$ cat src/rtl/uart_rx_fsm.sv
// ---------------------------------------------------------------------------
// uart_rx_fsm
//
// Receive-side control for an 8x oversampled UART. The FSM walks one frame
// (start, DATA_WIDTH data bits LSB first, optional parity, stop), samples
// each bit three times around its centre and votes. Frames with a correct
// stop bit and correct parity update p_data. Bad frames pulse an error
// output instead.
//
// The oversample/bit counter lives outside this block. It is held clear
// while cnt_enable is low. It free-runs while cnt_enable is high: edge_cnt
// counts 0..7 and bit_cnt steps on the cycle after edge_cnt==7.
//
// Ports
//   clk         in   rising-edge clock, 8x the bit rate
//   rst         in   synchronous active-high reset
//   rx_in       in   serial line, idle high, already synchronised to clk
//   par_en      in   1 = parity bit follows the data bits
//   par_typ     in   0 = even parity, 1 = odd parity
//   edge_cnt    in   [2:0] oversample position inside the current bit
//   bit_cnt     in   [3:0] bit index inside the current frame
//   cnt_enable  out  runs the external counter; low clears it
//   p_data      out  [DATA_WIDTH-1:0] last error-free received word
//   data_valid  out  one-cycle pulse when p_data has been updated
//   par_err     out  one-cycle pulse, parity mismatch on the finished frame
//   stp_err     out  one-cycle pulse, stop bit sampled low
// ---------------------------------------------------------------------------
module uart_rx_fsm #(
    parameter int DATA_WIDTH = 8
) (
    input  logic                  clk,
    input  logic                  rst,
    input  logic                  rx_in,
    input  logic                  par_en,
    input  logic                  par_typ,
    input  logic [2:0]            edge_cnt,
    input  logic [3:0]            bit_cnt,
    output logic                  cnt_enable,
    output logic [DATA_WIDTH-1:0] p_data,
    output logic                  data_valid,
    output logic                  par_err,
    output logic                  stp_err
);

    localparam logic [3:0] LP_LAST_BIT = 4'(DATA_WIDTH);

    typedef enum logic [2:0] {
        IDLE   = 3'd0,
        START  = 3'd1,
        DATA   = 3'd2,
        PARITY = 3'd3,
        STOP   = 3'd4
    } state_t;

    state_t                r_state;
    state_t                w_nextState;

    logic [2:0]            r_samples;
    logic [DATA_WIDTH-1:0] r_shift;
    logic [DATA_WIDTH-1:0] r_pData;
    logic                  r_parEn;
    logic                  r_parTyp;
    logic                  r_parFlag;
    logic                  r_stpFlag;
    logic                  r_dataValid;
    logic                  r_parErr;
    logic                  r_stpErr;

    logic                  w_majority;
    logic                  w_parExpected;
    logic                  w_edge6;
    logic                  w_edge7;
    logic                  w_startFrame;
    logic                  w_shiftEn;
    logic                  w_parFlagSet;
    logic                  w_stpFlagSet;
    logic                  w_frameEnd;

    // The three centre samples are registered at edge_cnt 3, 4 and 5, so the
    // vote is stable from edge_cnt 6 onwards. Deciding at 6 leaves edge_cnt 7
    // free for the state change, which keeps the decision and the move apart.
    assign w_majority    = (r_samples[0] & r_samples[1]) |
                           (r_samples[0] & r_samples[2]) |
                           (r_samples[1] & r_samples[2]);
    assign w_parExpected = (^r_shift) ^ r_parTyp;
    assign w_edge6       = (edge_cnt == 3'd6);
    assign w_edge7       = (edge_cnt == 3'd7);

    assign cnt_enable    = (r_state != IDLE);
    assign p_data        = r_pData;
    assign data_valid    = r_dataValid;
    assign par_err       = r_parErr;
    assign stp_err       = r_stpErr;

    // State register. Reset wins over any transition computed for this cycle,
    // so a frame aborted by reset never reaches STOP and never pulses.
    always_ff @(posedge clk) begin
        if (rst) begin
            r_state <= IDLE;
        end else begin
            r_state <= w_nextState;
        end
    end

    // Next-state and datapath-control decode. Every bit decision happens at
    // edge_cnt 6 and every move between bits at edge_cnt 7. The one exception
    // is a false start, which leaves START straight from edge_cnt 6 so the
    // line is watched again as soon as possible. A bit_cnt beyond the frame
    // length while in DATA means the counter and FSM have lost step. The
    // frame is dropped silently rather than finishing on a bad count.
    always_comb begin
        w_nextState  = r_state;
        w_startFrame = 1'b0;
        w_shiftEn    = 1'b0;
        w_parFlagSet = 1'b0;
        w_stpFlagSet = 1'b0;
        w_frameEnd   = 1'b0;
        case (r_state)
            IDLE: begin
                if (!rx_in) begin
                    w_nextState  = START;
                    w_startFrame = 1'b1;
                end
            end
            START: begin
                if (w_edge6 && w_majority) begin
                    w_nextState = IDLE;
                end else if (w_edge7) begin
                    w_nextState = DATA;
                end
            end
            DATA: begin
                if (bit_cnt > LP_LAST_BIT) begin
                    w_nextState = IDLE;
                end else begin
                    if (w_edge6) begin
                        w_shiftEn = 1'b1;
                    end
                    if (w_edge7 && (bit_cnt == LP_LAST_BIT)) begin
                        w_nextState = r_parEn ? PARITY : STOP;
                    end
                end
            end
            PARITY: begin
                if (w_edge6 && (w_majority != w_parExpected)) begin
                    w_parFlagSet = 1'b1;
                end
                if (w_edge7) begin
                    w_nextState = STOP;
                end
            end
            STOP: begin
                if (w_edge6 && !w_majority) begin
                    w_stpFlagSet = 1'b1;
                end
                if (w_edge7) begin
                    w_nextState = IDLE;
                    w_frameEnd  = 1'b1;
                end
            end
            default: begin
                w_nextState = IDLE;
            end
        endcase
    end

    // Centre sampler. The counter sits at 0 whenever the FSM is idle, so
    // these only ever load while a frame is in progress.
    always_ff @(posedge clk) begin
        if (rst) begin
            r_samples <= '0;
        end else begin
            if (edge_cnt == 3'd3) begin
                r_samples[0] <= rx_in;
            end
            if (edge_cnt == 3'd4) begin
                r_samples[1] <= rx_in;
            end
            if (edge_cnt == 3'd5) begin
                r_samples[2] <= rx_in;
            end
        end
    end

    // Frame configuration and error flags. Parity settings are captured on
    // the edge that detects the start bit, so a host changing them mid-frame
    // cannot corrupt the frame already in flight. The flags are cleared on
    // that same edge, so each frame is judged only on its own bits.
    always_ff @(posedge clk) begin
        if (rst) begin
            r_parEn   <= 1'b0;
            r_parTyp  <= 1'b0;
            r_parFlag <= 1'b0;
            r_stpFlag <= 1'b0;
        end else if (w_startFrame) begin
            r_parEn   <= par_en;
            r_parTyp  <= par_typ;
            r_parFlag <= 1'b0;
            r_stpFlag <= 1'b0;
        end else begin
            if (w_parFlagSet) begin
                r_parFlag <= 1'b1;
            end
            if (w_stpFlagSet) begin
                r_stpFlag <= 1'b1;
            end
        end
    end

    // Data shift register. Bits arrive LSB first, so each new bit enters at
    // the top and moves down. After DATA_WIDTH shifts, the first bit
    // received sits in bit 0.
    always_ff @(posedge clk) begin
        if (rst) begin
            r_shift <= '0;
        end else if (w_shiftEn) begin
            r_shift <= {w_majority, r_shift[DATA_WIDTH-1:1]};
        end
    end

    // Frame result. On the edge that leaves STOP, a clean frame publishes
    // the word and pulses data_valid. A flagged frame pulses only its error
    // outputs and leaves the last good word on p_data untouched.
    always_ff @(posedge clk) begin
        if (rst) begin
            r_pData     <= '0;
            r_dataValid <= 1'b0;
            r_parErr    <= 1'b0;
            r_stpErr    <= 1'b0;
        end else begin
            r_dataValid <= 1'b0;
            r_parErr    <= 1'b0;
            r_stpErr    <= 1'b0;
            if (w_frameEnd) begin
                if (!r_parFlag && !r_stpFlag) begin
                    r_dataValid <= 1'b1;
                    r_pData     <= r_shift;
                end else begin
                    r_parErr <= r_parFlag;
                    r_stpErr <= r_stpFlag;
                end
            end
        end
    end

endmodule

$ cat config.mk
export PLATFORM = sky130hd
export DESIGN_NAME = uart_rx_fsm
export DESIGN_NICKNAME = d
export VERILOG_FILES = /design/src/rtl/uart_rx_fsm.sv
export SDC_FILE = /design/constraint.sdc
export NUM_CORES = 1
export LEC_CHECK = 0
export CAP_MARGIN = 20
export CORE_MARGIN = 3
export CORE_UTILIZATION = 55
export CTS_CLUSTER_SIZE = 28
export DETAILED_ROUTE_END_ITERATION = 6
export GPL_TIMING_DRIVEN = 0
export PLACE_DENSITY = 0.83
export SETUP_SLACK_MARGIN = 0.4
export SYNTH_ARGS = -nofsm -noshare
export SYNTH_HDL_FRONTEND = slang
export SYNTH_SLANG_ARGS = --single-unit
export TNS_END_PERCENT = 100
$ cat constraint.sdc
create_clock -name clk -period 3.17 [get_ports clk]
set_input_delay 0.634 -clock clk [delete_from_list [all_inputs] [get_ports clk]]
set_output_delay 0.634 -clock clk [all_outputs]
set_load 0.03 [all_outputs]
==> results_dict.tcl <==
set metrics [dict create \
    status "finished clean" \
    antenna_found_initial 0 \
    post_dp_cell_area_um2 1580 \
    viasPerCell 5.45 \
    total_power_mw 0.692 \
    die_area_um2 3030 \
    critical_path.max_fanout 8 \
    netlist_instances 129 \
    period_share 0.782 \
    slowest_delay_ns 0.60 \
    root_buffer "clkbuf_4" \
    power.clock.fraction 0.312 \
    clock.fmax_mhz 403 \
    post_cts_resized 0 \
    p_leak_nw 0.567 \
    ys_seq_elements 29 \
    grt_overflow 0 \
    syn_area_per_cell_um2 10.2 \
    areaGrowthSynthToFinish_pct 23.5 \
    ir_worst_vdd_mv 0.382 \
    gp_congestion 0.779 \
    cell_internal_pwr_mw 0.503 \
    crit_family "buffers and inverters" \
    switching_share 0.273 \
    cts_buffer_depth 2 \
    synth_top_area_frac 0.439 \
    hold_viol 0 \
    crit_path_top_delay_cell "clkdlybuf4s50_1" \
    crit_buf_inv 2 \
    powerDensity_nw_per_um2 424 \
    fin_area_um2 1630 \
    ys_top_cells_by_area "dfxtp_1, mux2i_1, nor2_1, xnor3_1, nor4_4" \
    fin_crit_ns 2.48 \
    synth.most_common_cell "dfxtp_1" \
    drt_iter0_drc 23 \
    die_x_um 55.0 \
    core_area_um2 2250 \
    post_drt_wl_per_cell_um 13.3 \
    synth.yosys.warnings 0 \
    clk_latency_ns 0.33 \
    synth.top_cells.by_count "dfxtp_1, mux2i_1, nor2_1" \
    antenna_left 0 \
    synth_fp_nets 141 \
    power_frac_seq 0.544 \
    row_count 17 \
    dp_hpwl_um 1850 \
    grt_usage 0.202 \
    ys_types 35 \
    io_buffers 22 \
    grt_pass1_vias 935 \
    cp.required_ns 2.54 \
    cts_buffers 5 \
    clock-sinks 29 \
    via_count 1019 \
    maxCapViolCount 0 \
    slew_violations 0 \
    crit_chain "buf_4 > or3_2 > clkdlybuf4s50_1" \
    start_util 0.586 \
    worst_clock_skew_ns 0.0117 \
    synth_edf_count 0 \
    hp-class "flop to flop" \
    drive_gt1_frac 0.0943 \
    drtPass1Iterations 4 \
    fin_nets 170 \
    cts_tree "yes" \
    p_comb_frac 0.145 \
    rsz0062_at_grt "no" \
    synthFlopType "dfxtp_1" \
    drt-total-wl_um 2490 \
    cts.clk_slew.worst_paths_ns 0.10 \
    postCtsHoldBufs 0 \
    start_kind "flop" \
    diodes 0 \
    grt_max_degree 11 \
    die_y_um 55.0 \
    tightest_slew_ns 0.741 \
    end_kind "output pin" \
    cts_setup_buffers 0 \
    grt_pass1_wl_um 4150 \
    slew_headroom 0.501 \
    final-setup-viol-count 0 \
    critical_path_class "flop to output pin" \
    remaining_drc_errors 0 \
    syn-cell-area_um2 1320 \
    fillers 186 \
    switching_power_mw 0.189 \
    yosysTopAreaCell "dfxtp_1" \
    cp.arrival_ns 1.85 \
    h-tree-depth 2 \
    dpl.cell_count 179 \
    whs_ns 0.501 \
    final_cells 187 \
    setup_tns_ns 0 \
    async_reset_ff_frac 0 \
    io_pins 24 \
    seq_area_frac_synth 0.439 \
]
[power by group through the flow]
stage / Clock (mW) / Sequential (mW) / Combinational (mW)
detailed placement: 0 / 0.385 / 0.0999
global placement: 0 / 0.384 / 0.0979
global route: 0.244 / 0.378 / 0.110
floorplan: 0 / 0.384 / 0.0679
CTS: 0.226 / 0.376 / 0.100
finish: 0.216 / 0.376 / 0.100
[cell usage in the layout, fill, tap and decap left out, types with 2 or more instances in the layout]
master / instances
inv_1: 2
clkdlybuf4s50_1: 22
o21ai_0: 3
nand3_1: 3
clkbuf_1: 3
nor3b_1: 3
clkinv_2: 2
nand2_1: 2
nor3_1: 4
nand3b_1: 3
nand2b_1: 2
mux2i_1: 23
xnor2_1: 3
nor4_4: 2
dfxtp_1: 29
clkbuf_4: 5
and2_1: 3
xnor3_1: 2
nor2_1: 23
[kinds of logic after synthesis]
kind of cell	count (synthesis)	synth area share
compound gates	10	0.0559
xor+xnor	6	0.0606
fa+ha+maj	1	0.00758
buf+inv	7	0.0284
flops	29	0.439
mux	23	0.174
simple gates	53	0.234
[state kept, by name (all words and copies together) (netlist names)]
register / flops
data_valid: 1
r_samples: 3
r_parTyp: 1
par_err: 1
r_shift: 8
stp_err: 1
r_parEn: 1
r_state: 3
r_parFlag: 1
r_stpFlag: 1
p_data: 8
[through the flow]
stage,util,worst slack [ns]
after detailed placement,0.699,0.569
final,0.724,0.690
after global routing,0.724,0.622
after CTS,0.724,0.675
after floorplan,-,1.31
after global placement,0.699,0.642
[cell type report]
cell class / count / area (um2) / share of cell area
Inverter: 2 / 7.51 / 0.00460
Timing Repair Buffer: 22 / 220 / 0.135
Clock inverter: 3 / 17.5 / 0.0107
Sequential cell: 29 / 581 / 0.356
Clock buffer: 5 / 37.5 / 0.0230
Buffer: 5 / 30.0 / 0.0184
Tap cell: 28 / 35.0 / 0.0215
Multi-Input combinational cell: 93 / 703 / 0.431
[layer usage]
metal | vias up | wire length [um] | GRT usage
li1 | 517 | - | -
met1 | 468 | 1080 | 0.214
met2 | 28 | 1190 | 0.333
met3 | 6 | 165 | 0.0965
met4 | 0 | 48 | 0.101
met5 | - | 0 | 0
[worst paths after layout]
| check | cells after the start | slack [ns] | from | to |
|---|---|---|---|---|
| worst min register to register | 2 | 0.50 | p_data[5]$_SDFFE_PP0P_ | p_data[5]$_SDFFE_PP0P_ |
| worst max-delay path | 3 | 0.69 | r_state[0]$_SDFFE_PP0P_ | cnt_enable |
| worst max register to register | 5 | 1.25 | r_state[0]$_SDFFE_PP0P_ | p_data[2]$_SDFFE_PP0P_ |
| worst min-delay path | 2 | 0.50 | p_data[5]$_SDFFE_PP0P_ | p_data[5]$_SDFFE_PP0P_ |
[worst register-to-register path: stages (launching register included)]
cell	delay (ns)
dfxtp_1	0.31
buf_4	0.16
or3b_4	0.41
nor4_4	0.55
mux2i_1	0.30
nor2_1	0.06
(Power assumes the default switching activity.)
==> variant: new RTL, config.mk and constraints unchanged <==
Re-encode `state_t` (5 states) as Gray code, 3 bits wide.
--- a/src/rtl/uart_rx_fsm.sv
+++ b/src/rtl/uart_rx_fsm.sv
@@ -45,11 +45,11 @@
     localparam logic [3:0] LP_LAST_BIT = 4'(DATA_WIDTH);
 
     typedef enum logic [2:0] {
-        IDLE   = 3'd0,
-        START  = 3'd1,
-        DATA   = 3'd2,
-        PARITY = 3'd3,
-        STOP   = 3'd4
+        IDLE   = 3'b000,
+        START  = 3'b001,
+        DATA   = 3'b011,
+        PARITY = 3'b010,
+        STOP   = 3'b110
     } state_t;
 
     state_t                r_state;
Function: same outputs for any inputs over 10 cycles, from zero or initial values and one cycle with rst high; not proved beyond that.
==> variant against the original RTL <==
- cell area is 0.77% lower
- largest cell class unchanged
- die area is 1.8% lower
- critical path type unchanged
- sequential share of layout area is 0.27 points higher
- power is 0.92% lower
- area after synthesis decreased by 2.0%
- wire length up 4.3%
- sequential cell count is the same
- first-iteration DRC count shrank 52%
- register-to-register slack better by 0.27 ns
- setup slack got worse by 0.14 ns
==> variant: results (changes against the original RTL) <==
| Metric | Value |
|---|---|
| Met3 Usage GRT | `0.0599 (-0.0366)` |
| Least-Margin Pin Slew | `0.627 ns (-0.114 ns)` |
| Metal2 WL | `1270 um (+6.0%)` |
| Gpl congestion | `0.821 (+5.4%)` |
| Worst clock skew | `0.0122 ns (+0.000468 ns)` |
| CP max stage delay | `0.66 ns (+0.06 ns)` |
| Max IR drop VDD | `0.000404 V (+5.7%)` |
| Worst-path maximum fanout | `10 (+2)` |
| WL met1 | `1150 um (+6.3%)` |
| Crit path DAT | `1.98 ns (+0.13 ns)` |
| Filler cell count | `155 (-17%)` |
| DR WL/cell | `13.8 um (+3.7%)` |
| Post-Layout Cell Count | `188 (+0.53%)` |
| Mapped Nets | `143 (+1.4%)` |
| Hold Slack | `0.505 ns (+0.00433 ns)` |
| Total number of vias | `1015 (-0.39%)` |
| CP max-delay cell | `clkdlybuf4s50_1` |
| Area of placed instances | `0.00155 mm2 (-1.7%)` |
| GR Util met1 | `0.258 (+0.0441)` |
| Multi-input gate area | `683 um2 (-2.8%)` |
| Vias in the first global route | `984 (+5.2%)` |
| Most frequent cells after synthesis | `29 x dfxtp_1, 26 x nor2_1, 21 x mux2i_1` |
| Tot GR Track Use | `0.219 (+0.0169)` |
| Placed Cells | `180 (+0.56%)` |
| Hold Crit Start | `p_data[3]` |
| First DRT Iteration DRCs | `11 (-52%)` |
| Nets | `172 (+1.2%)` |
| Worst r2r src | `r_state[2]` |
| First-pass GRT wire length | `4450 um (+7.3%)` |
| Leakage power | `0.696 nW (+23%)` |
| Switching part of the total power | `0.233 (-0.0402)` |
| Ratio of cells with drive above 1 in the final layout | `0.0932 (-0.00117)` |
| Family with the most delay on the worst path | `buffers and inverters` |
| Register area share after synthesis | `0.448 (+0.00892)` |
| CTS Root Cell | `clkbuf_4` |
| Worst reg2reg path depth | `4 (-1)` |
| GR Util met2 | `0.351 (+0.0179)` |
| CTS clk-pin slew, worst paths | `0.09 ns` |
| Status | `finished clean` |
| HP Class | `reg -> reg` |
| WHS Endpoint | `p_data[3]` |
| RR Endpoint | `p_data[0]` |
| Syn Area/Cell | `9.89 um2 (-3.5%)` |
| Synth area leaders | `dfxtp_1 45%, mux2i_1 16%, nor2_1 7.5%, xnor2_1 4.1%, nor4b_1 2.0%` |
| Post-Place Worst Slack | `0.802 ns (+0.234 ns)` |
| Netlist cell types | `34 (-2.9%)` |
| Largest buffer count on any clock path | `2 (unchanged)` |
| Register-to-register setup slack | `1.52 ns (+0.27 ns)` |
| Hpwl dp | `1940 um (+4.7%)` |
| Met3 wire length | `132 um (-20%)` |
| Synth async-reset ratio | `0 (unchanged)` |
| Hold Path Stages | `2 (unchanged)` |
## variant: cell count changes after synthesis, moves of 2 or more
cell and change:
a21oi_1 +5, clkbuf_1 +2, mux2i_1 -2, nand2_1 +3, nand2b_1 -2, nor2_1 +3
nor3_1 -2, nor4b_1 +3, o21ai_0 -3, xnor2_1 +3
## variant: layout make-up
type / instances / area share
clock buffers: 7 / 0.0402
flip-flops and latches: 29 / 0.359
inverters: 1 / 0.00232
repair buffers: 22 / 0.136
plain buffers: 7 / 0.0170
clock inverters: 1 / 0.00309
well taps: 27 / 0.0209
multi-input cells: 94 / 0.422
## variant: cell families after synthesis
| logic type | synth area share |
|---|---|
| mux | 0.162 |
| xor+xnor | 0.0647 |
| buf+inv | 0.0241 |
| compound gates | 0.0676 |
| simple gates | 0.225 |
| flops | 0.448 |
| fa+ha+maj | 0.00773 |
## variant: how the worst max path moves through the flow
stage | startpoint | end | slack (ns)
4_1_cts | r_state[2] | cnt_enable | 0.55
3_5_place_dp | edge_cnt[1] | p_data[0] | 0.80
5_1_grt | r_state[2] | cnt_enable | 0.48
3_3_place_gp | edge_cnt[2] | p_data[0] | 0.85
2_1_floorplan | bit_cnt[0] | r_shift[0] | 1.50
6_report | r_state[2] | cnt_enable | 0.55
## variant: worst register-to-register path, cell delays in order, from the launching register on
cell and delay, ns:
dfxtp_1 0.42, buf_1 0.41, nand3_2 0.37, mux2i_1 0.27, nor2_1 0.06
## variant: power groups by stage
stage               clock, W  sequential [W]  combinational (W)
floorplan                  0        0.000379          0.0000342
global placement           0        0.000380          0.0000578
detailed placement         0        0.000381          0.0000598
CTS                 0.000261        0.000372          0.0000599
global route        0.000276        0.000373          0.0000660
finish              0.000254        0.000372          0.0000594
